[src/rtl/cdb_arbiter.sv]
// rtl/cdb_arbiter.sv - round-robin CDB arbiter draining per-producer result FIFOs (rs, lsb)
// into one registered broadcast per cycle.
module cdb_arbiter #(
  parameter int ROB_WIDTH  = 4,
  parameter int FIFO_DEPTH = 2
) (
  input  logic                 clk_in,
  input  logic                 rst_in,
  input  logic                 rdy_in,
  input  logic                 clear,
  input  logic                 rs_valid,
  input  logic [ROB_WIDTH-1:0] rs_rob_id,
  input  logic [31:0]          rs_value,
  output logic                 rs_stall,
  input  logic                 lsb_valid,
  input  logic [ROB_WIDTH-1:0] lsb_rob_id,
  input  logic [31:0]          lsb_value,
  output logic                 lsb_stall,
  output logic                 cdb_valid,
  output logic [ROB_WIDTH-1:0] cdb_rob_id,
  output logic [31:0]          cdb_value,
  output logic                 cdb_src
);

  localparam int PW = $clog2(FIFO_DEPTH);
  localparam int CW = PW + 1;
  localparam int EW = ROB_WIDTH + 32;
  localparam logic [CW-1:0] FULL = CW'(FIFO_DEPTH);

  logic [EW-1:0]        r_rs_mem  [FIFO_DEPTH];
  logic [EW-1:0]        r_lsb_mem [FIFO_DEPTH];
  logic [PW-1:0]        r_rs_head, r_rs_tail, r_lsb_head, r_lsb_tail;
  logic [CW-1:0]        r_rs_count, r_lsb_count;
  logic                 r_last_grant;
  logic                 r_cdb_valid;
  logic [ROB_WIDTH-1:0] r_cdb_rob_id;
  logic [31:0]          r_cdb_value;
  logic                 r_cdb_src;

  logic          w_rs_push, w_lsb_push;
  logic          w_rs_nonempty, w_lsb_nonempty;
  logic          w_grant_rs, w_grant_lsb;
  logic          w_run;
  logic [EW-1:0] w_rs_head_entry, w_lsb_head_entry;

  assign rs_stall  = (r_rs_count == FULL);
  assign lsb_stall = (r_lsb_count == FULL);

  assign w_run      = rdy_in && !clear;
  assign w_rs_push  = rs_valid && !rs_stall;
  assign w_lsb_push = lsb_valid && !lsb_stall;

  // Grants see only registered counts, so a fresh push is never bypassed to the bus.
  assign w_rs_nonempty  = (r_rs_count != '0);
  assign w_lsb_nonempty = (r_lsb_count != '0);
  assign w_grant_rs     = w_rs_nonempty && (!w_lsb_nonempty || r_last_grant);
  assign w_grant_lsb    = w_lsb_nonempty && (!w_rs_nonempty || !r_last_grant);

  assign w_rs_head_entry  = r_rs_mem[r_rs_head];
  assign w_lsb_head_entry = r_lsb_mem[r_lsb_head];

  always_ff @(posedge clk_in) begin
    if (!rst_in && w_run && w_rs_push) begin
      r_rs_mem[r_rs_tail] <= {rs_rob_id, rs_value};
    end
    if (!rst_in && w_run && w_lsb_push) begin
      r_lsb_mem[r_lsb_tail] <= {lsb_rob_id, lsb_value};
    end
  end

  always_ff @(posedge clk_in) begin
    if (rst_in) begin
      r_rs_head    <= '0;
      r_rs_tail    <= '0;
      r_rs_count   <= '0;
      r_lsb_head   <= '0;
      r_lsb_tail   <= '0;
      r_lsb_count  <= '0;
      r_last_grant <= 1'b1;
      r_cdb_valid  <= 1'b0;
      r_cdb_rob_id <= '0;
      r_cdb_value  <= '0;
      r_cdb_src    <= 1'b0;
    end else if (rdy_in) begin
      if (clear) begin
        r_rs_head    <= '0;
        r_rs_tail    <= '0;
        r_rs_count   <= '0;
        r_lsb_head   <= '0;
        r_lsb_tail   <= '0;
        r_lsb_count  <= '0;
        r_last_grant <= 1'b1;
        r_cdb_valid  <= 1'b0;
      end else begin
        if (w_rs_push) begin
          r_rs_tail <= r_rs_tail + PW'(1);
        end
        if (w_lsb_push) begin
          r_lsb_tail <= r_lsb_tail + PW'(1);
        end
        r_rs_count  <= r_rs_count + CW'(w_rs_push) - CW'(w_grant_rs);
        r_lsb_count <= r_lsb_count + CW'(w_lsb_push) - CW'(w_grant_lsb);

        if (w_grant_rs) begin
          r_rs_head    <= r_rs_head + PW'(1);
          r_last_grant <= 1'b0;
          r_cdb_valid  <= 1'b1;
          r_cdb_rob_id <= w_rs_head_entry[EW-1:32];
          r_cdb_value  <= w_rs_head_entry[31:0];
          r_cdb_src    <= 1'b0;
        end else if (w_grant_lsb) begin
          r_lsb_head   <= r_lsb_head + PW'(1);
          r_last_grant <= 1'b1;
          r_cdb_valid  <= 1'b1;
          r_cdb_rob_id <= w_lsb_head_entry[EW-1:32];
          r_cdb_value  <= w_lsb_head_entry[31:0];
          r_cdb_src    <= 1'b1;
        end else begin
          r_cdb_valid  <= 1'b0;
        end
      end
    end
  end

  assign cdb_valid  = r_cdb_valid;
  assign cdb_rob_id = r_cdb_rob_id;
  assign cdb_value  = r_cdb_value;
  assign cdb_src    = r_cdb_src;

endmodule

[config.mk]
export PLATFORM = sky130hd
export DESIGN_NAME = cdb_arbiter
export DESIGN_NICKNAME = d
export VERILOG_FILES = /design/src/rtl/cdb_arbiter.sv
export SDC_FILE = /design/constraint.sdc
export NUM_CORES = 1
export LEC_CHECK = 0
export ABC_AREA = 1
export ABC_CLOCK_PERIOD_IN_PS = 3260
export CAP_MARGIN = 20
export CELL_PAD_IN_SITES_DETAIL_PLACEMENT = 2
export CELL_PAD_IN_SITES_GLOBAL_PLACEMENT = 2
export CORE_MARGIN = 2
export CORE_UTILIZATION = 34
export CTS_BUF_LIST = sky130_fd_sc_hd__clkbuf_4 sky130_fd_sc_hd__clkbuf_8 sky130_fd_sc_hd__clkbuf_16
export DETAILED_ROUTE_END_ITERATION = 8
export GPL_TIMING_DRIVEN = 0
export PLACE_DENSITY = 0.84
export RECOVER_POWER = 100
export SETUP_SLACK_MARGIN = 0.15
export SLEW_MARGIN = 25
export SYNTH_ARGS = -nofsm -noshare
export SYNTH_HDL_FRONTEND = slang
export SYNTH_SLANG_ARGS = --single-unit
[constraint.sdc]
create_clock -name clk_in -period 3.26 [get_ports clk_in]
set_input_delay 0.489 -clock clk_in [delete_from_list [all_inputs] [get_ports clk_in]]
set_output_delay 0.489 -clock clk_in [all_outputs]
set_load 0.02 [all_outputs]
==> summary.txt <==
Pwr per Cell Area -> 532.6 nW/um^2
Final ANT Viol Nets -> 0
Hold WS -> 0.5340 ns
TNS Setup -> 0 ns
Routed wire length -> 24650 microns
Skew-Pair Late Insertion Delay -> 0.44 ns
RSZ-0062 raised after global routing -> no
# H-tree levels -> 4
Worst Tran Pin Value -> 0.6496 ns
Layout Cells excl Fill -> 1264
Area Growth Syn to Fin -> 28.91%
Final setup violation count -> 0
Slew headroom -> 56.69%
Worst clock skew -> 0.01002 ns
CTS Hold Buffers Added -> 0
CTS Buffer Depth -> 2
Die area -> 24610 sq um
Filler cell count -> 2385
Min Tclk post-route -> 2.676 ns
Clock sinks -> 193
First-pass GRT wire length -> 37720 microns
Critical path class -> primary input to flop
CTS root buf -> clkbuf_16
DP Cell Count -> 1229
Origin of the critical flop-to-flop path -> r_rs_count[1]$_SDFFE_PP0P_
Largest net degree at the start of global routing -> 22
Worst Setup SP -> rdy_in
WHS Path Cells -> 2
CTS resizes -> 0
Tcrit/Tclk final -> 82.10%
DRT Pass-1 Iters -> 4
Startpoint class of the critical path -> primary input
WL/cell -> 19.50 microns
Arr. time, crit path -> 2.82 ns
Overflow after GRT -> 0
Clock transition at the registers of the reported paths -> 0.07 ns
Chip Height -> 156.9 microns
WP data required -> 3.40 ns
Mapped Area -> 7945 sq um
Ports -> 118
CTS tree -> built
Reg2Reg Depth -> 12
Lkg Pwr -> 0.004254 uW
Synth Register Bits -> 193
Max Cap Violations -> 0
Synth unique cells -> 23
RR Endpoint -> r_lsb_count[1]$_SDFFE_PP0P_
Worst VDD drop -> 0.3218 mV
Post-synthesis cell count -> 793
Hold Path Class -> flop to flop
CTS Buf Count -> 17
Synth Warn # -> 0
Final Hold Vio Count -> 0
Setup ws final -> 0.5836 ns
Hold Crit Start -> cdb_valid$_SDFFE_PP0P_
Worst-path maximum fanout -> 21
Via count -> 6010
R2r setup slk -> 0.58 ns
Mean Syn Cell Area -> 10.02 sq um
Share of cells above drive strength 1 -> 8.966%
Seq/Total Area, Yosys -> 66.77%
Starting Density -> 34.88%
Iter 0 DRT Violations -> 252
GPL Wtd Cong -> 0.8046
Vias in the first global route -> 6736
Post-CTS setup buffers -> 0
Initial antenna violation count -> 3
Port Buffer Count -> 117
Worst Hold Path EP -> cdb_valid$_SDFFE_PP0P_
Core area -> 22780 sq um
Drt drc -> 0
Final nets -> 1017
Max Slew Vio Count -> 0
Syn_nets -> 875
Rows -> 55
GRT Resource Usage Total -> 20.52%
Fmax -> 373.6 MHz
Critical path capture point type -> flop
Final HPWL DP -> 17250 microns
Die X -> 156.9 microns
Status -> finished, final reports clean
DP Worst Slack -> 0.1896 ns
Vias per cell -> 4.755
## power breakdown
| part | total (uW) | leakage (uW) | internal [uW] | switching [uW] |
|---|---|---|---|---|
| clock | 2080 | 0.000265 | 1080 | 997 |
| sequential | 2730 | 0.00170 | 2700 | 33.9 |
| combinational | 639 | 0.00229 | 237 | 402 |
| total | 5450 | 0.00425 | 4020 | 1430 |
## cell usage in the layout (no fill, tap or decap), types with 13 or more instances in the layout
cell type and count:
buf_2 13, clkbuf_1 13, clkbuf_16 17, nor2_1 13, a21oi_1 25, nand2_1 320, inv_1 91, a21oi_2 14
dfxtp_1 49, edfxtp_1 144, dlygate4sd3_1 114, nand3_1 77
## flip-flops by register name (all words and copies together), names as in the netlist, named ones only
signal / count
r_rs_head: 1
r_lsb_count: 2
r_rs_count: 2
r_rs_mem: 72
cdb_src: 1
cdb_valid: 1
r_lsb_tail: 1
cdb_rob_id: 4
r_rs_tail: 1
cdb_value: 32
r_lsb_head: 1
r_last_grant: 1
r_lsb_mem: 72
## worst max path at each step
stage	to	slack, ns
3_5_place_dp	r_rs_mem[0][5]$_DFFE_PP_	0.19
3_3_place_gp	r_lsb_mem[0][32]$_DFFE_PP_	-1.67
5_1_grt	r_lsb_count[1]$_SDFFE_PP0P_	0.34
2_1_floorplan	r_lsb_mem[0][0]$_DFFE_PP_	0.31
4_1_cts	r_rs_mem[0][22]$_DFFE_PP_	0.61
6_report	r_rs_mem[0][27]$_DFFE_PP_	0.58
## cell type report
type / instances / area [sq um] / area share [%]
Sequential cell: 193 / 5305 / 51.80
Multi-Input combinational cell: 470 / 2069 / 20.21
Timing Repair Buffer: 123 / 1336 / 13.05
Clock buffer: 19 / 440.4 / 4.300
Tap cell: 313 / 391.6 / 3.824
Inverter: 95 / 356.6 / 3.482
Buffer: 35 / 207.7 / 2.028
Clock inverter: 13 / 127.6 / 1.246
Antenna cell: 3 / 7.507 / 0.07330
## critical path, stage by stage
cell,delay [ns]
dlygate4sd3_1,0.72
nand2_1,0.14
nor2_1,0.43
nand2_1,0.25
nor2_4,0.52
buf_16,0.25
## cell usage after synthesis
cell type	number	area [sq um]
clkinv_1	1	3.750
clkbuf_1	8	30.03
nor2_1	17	63.81
inv_2	5	18.77
inv_1	89	334.1
buf_4	7	52.55
nand4_1	1	6.260
buf_8	1	15.01
a21oi_1	21	105.1
o211ai_1	1	7.510
a21oi_2	18	157.7
nor2_2	1	6.260
buf_2	14	70.07
edfxtp_1	144	4324
dfxtp_1	49	980.9
ha_1	4	50.05
nand2_4	2	22.52
nand3_1	77	385.4
buf_6	5	56.30
nand2_2	3	18.77
nand2_1	318	1194
o21ai_0	5	25.02
xor2_1	2	17.52
## routing by layer
layer / global-route usage (%) / part of all wire, % / vias to the layer above
met3: 2.963 / 2.8 / 23
met4: 5.941 / 1.6 / 0
met2: 37.07 / 53 / 117
met5: 0 / 0 / -
met1: 25.40 / 43 / 3037
li1: - / - / 2833
## cell families after synthesis
logic type	Yosys count	share of synthesized area, %
compound gates	45	3.716
xor+xnor	2	0.2205
fa+ha+maj	4	0.6299
buf+inv	130	7.307
flops	193	66.77
simple gates	419	21.35
## through the flow
stage,power (uW),area [sq um],util [%]
6_report,5455,10240,44.97
3_3_place_gp,3414,9508,41.74
3_5_place_dp,3460,9703,42.60
4_1_cts,5523,10270,45.09
5_1_grt,5637,10240,44.97
2_1_floorplan,3124,7945,-
No activity file was read; power rests on OpenSTA's default activity.
==> RTL edit 1 (same settings) <==
The parameter `FIFO_DEPTH` goes from 2 to 4.
--- a/src/rtl/cdb_arbiter.sv
+++ b/src/rtl/cdb_arbiter.sv
@@ -2,7 +2,7 @@
 // into one registered broadcast per cycle.
 module cdb_arbiter #(
   parameter int ROB_WIDTH  = 4,
-  parameter int FIFO_DEPTH = 2
+  parameter int FIFO_DEPTH = 4
 ) (
   input  logic                 clk_in,
   input  logic                 rst_in,
Function: changed (Yosys sat finds a counterexample within 4 cycles, from zero or initial values and one cycle with rst_in high).
==> RTL edit 1 against the original RTL <==
Cell area up 74%; routed wire length is 88% higher; area after synthesis increased by 82%; critical path depth increased by 1; die area is 80% higher; sequential cell count increased by 152; total power is 91% higher; highest routed layer unchanged; worst setup slack lost 170 ps.
==> RTL edit 1: results <==
[final_layout]
signal_buffers = 192
antenna_cells = 0
inv_count = 154
final-clk-cell-share = 0.0744
multiInputGateArea_um2 = 3790
regArea_um2 = 9790
nonClkBufAreaFrac = 0.0941

[detailed_routing]
drt_iter0_markers = 503
wirelength_um = 46300

[synth]
yosys-top-cells-count = nand2_1 (458), edfxtp_1 (288), nor2_1 (152), inv_1 (146), nand3_1 (99)
synth_cell_types = 31
synth-edff-count = 288

[global_routing]
use_met1 = 0.256
grt_pass1_vias = 12100
grt_max_degree = 21
antenna_found_initial = 2
grt_util_met2 = 0.387

[sta]
slew_headroom = 0.441
fin_ws_ps = 412

[power_and_ir_drop]
leakage_nw = 7.23
ir_drop_v = 0.000441

[critical_path]
path_max_fanout = 17
reg2reg_to = r_rs_count[2]
slowest_delay_ps = 660
r2r_slack_ps = 450
slowest_stage = nor2_1
rr_worst_depth = 14

[min_path]
hold_path.class = input pin to flip-flop

[clock_tree]
tritoncts.num_buffers = 40
htree_levels = 2
clkLatencyLatePin_ps = 570

[placed_design]
gp_congestion = 0.813

[outcome]
status = finished clean
==> RTL edit 1: cell types whose count changed after synthesis, sizes merged, moves of 7 or more <==
cell,before,now
edfxtp,144,288
nand2,323,463
nor2,18,154
inv,94,154
or2,0,37
nand3,77,109
buf,27,51
o21ai,5,27
a21oi,39,20
o211ai,1,14
dfxtp,49,57
ha,4,12
clkbuf,8,15
==> RTL edit 1: logic make-up after synthesis <==
kind of cell | count (synthesis) | share of synthesized area
AOI/OAI and AO/OA | 63 | 0.0244
xor gates and xnor gates | 3 | 0.00182
adders and majority gates | 14 | 0.0131
buffers and inverters | 220 | 0.0638
DFF | 345 | 0.676
and+or+nand+nor | 764 | 0.220
==> RTL edit 1: stage by stage <==
stage	hold WS (ps)	util	instance area (µm²)	power (mW)	setup TNS [ps]
floorplan	458	-	14500	5.51	0
global placement	456	0.389	16300	5.95	-524230
detailed placement	476	0.396	16600	6.03	-44.1
CTS	257	0.428	17900	10.6	0
global route	285	0.425	17800	10.8	0
finish	270	0.425	17800	10.4	0
==> RTL edit 2 (same settings) <==
Without the edit above. Reset style: asynchronous (`rst_in`), changed in one clocked block.
--- a/src/rtl/cdb_arbiter.sv
+++ b/src/rtl/cdb_arbiter.sv
@@ -68,7 +68,7 @@
     end
   end
 
-  always_ff @(posedge clk_in) begin
+  always_ff @(posedge clk_in or posedge rst_in) begin
     if (rst_in) begin
       r_rs_head    <= '0;
       r_rs_tail    <= '0;
Formal check against the unedited RTL: differs if rst_in is asserted again (counterexample within 4 cycles, from zero or initial values and one cycle with rst_in high); with rst_in held inactive, the same outputs for 4 cycles.
==> RTL edit 2 against the original RTL <==
Largest cell class unchanged; critical path type unchanged; area after synthesis is 2.0% higher; worst hold slack got worse by 190 ps; sequential cell count fell by 2; routed wire length decreased by 3.8%; worst setup slack lost 54 ps; cell area is 1.1% higher.
Power is not compared: it rests on default switching activity, and its combinational part moved more than twofold at a synthesized area within 25%.
==> RTL edit 2: results <==
[detailed_routing]
wl_met2_um = 12700
met1_length_um = 9850
drt_iter0_markers = 313
wirelength_um = 23700
wl_met3_um = 705
top_layer_used = met5
vias = 5866

[final_layout]
fin_cells = 1256
final_nets = 1005
layout-drive-gt1-share = 0.0844

[critical_path]
r2r_start = r_rs_count[1]
cp-startpoint = rst_in
path_max_fanout = 29
path_delay_family = buffers and inverters
slowest_delay_ps = 760
critPathArrivalTime_ps = 2860
slowest_stage = nor2_2

[global_routing]
grt_pass1_vias = 6743
track_usage = 0.203
grt_pass1_wl_um = 37700
grt_max_degree = 30
antenna_found_initial = 2

[power_and_ir_drop]
leakage_nw = 4.52

[synth]
synthFlopType = edfxtp_1
yosys-top-cells-count = nand2_1 (273), edfxtp_1 (144), inv_1 (123), nand3_1 (72), dfrtp_1 (46)
async_flop_share = 0.246
synthCells = 783
synth_cell_types = 27
ys_seq_area_frac = 0.679
synth.net_count = 865
ys_top_cells_by_area = edfxtp_1 (53%), dfrtp_1 (14%), nand2_1 (13%)

[placed_design]
dp_hpwl_um = 17100
placed_area_um2 = 9820
numPortBuffers = 116
gp_congestion = 0.761
dp_slack_ps = 295
dp_cells = 1223

[clock_tree]
post-cts-setup-buffers = 0

[sta]
slew_headroom = 0.370
whs_ps = 342
fin_skew_ps = 10.5
fin_ws_ps = 529

[outcome]
status = finished clean

[min_path]
hold_path.class = input pin to flip-flop
min_from = rdy_in
-- RTL edit 2: routing by layer --
metal,up-vias,global-route usage
li1,2778,-
met1,2953,0.239
met2,103,0.376
met3,30,0.0351
met4,2,0.0631
met5,-,0
-- RTL edit 2: area by class of cell --
type,count,area [µm²]
Antenna cell,1,2.50
Buffer,35,170
Clock buffer,19,447
Clock inverter,13,103
Fill cell,2496,13100
Inverter,129,489
Multi-Input combinational cell,428,1950
Sequential cell,191,5500
Tap cell,319,399
Timing Repair Buffer,121,1290
-- RTL edit 2: path summary, 6_finish.rpt --
| kind | to | cells after the start |
|---|---|---|
| worst max-delay path | r_lsb_mem[1][9] | 6 |
| worst min-delay path | r_lsb_count[0] | 2 |
| worst max register to register | r_rs_count[1] | 12 |
| worst min register to register | cdb_value[18] | 2 |
| max in group asynchronous | r_last_grant | 3 |
| min in group asynchronous | cdb_rob_id[1] | 2 |
-- RTL edit 2: cell families (layout without fill, tap and decap cells) --
kind of cell	Yosys count	after routing	share of synthesized area
buf+inv	164	317	0.0820
flops	191	191	0.679
other cells	0	1	0
compound gates	47	47	0.0303
fa+ha+maj	4	4	0.00618
simple gates	373	373	0.198
xor+xnor	4	4	0.00433
-- RTL edit 2: power groups by stage --
stage | clock, mW | sequential (mW) | combinational (mW)
2_1_floorplan | 0 | 3.46 | 1.68
3_3_place_gp | 0 | 3.22 | 3.15
3_5_place_dp | 0 | 3.24 | 3.36
4_1_cts | 2.02 | 3.19 | 3.42
5_1_grt | 2.11 | 3.21 | 3.60
6_report | 1.98 | 3.17 | 3.21
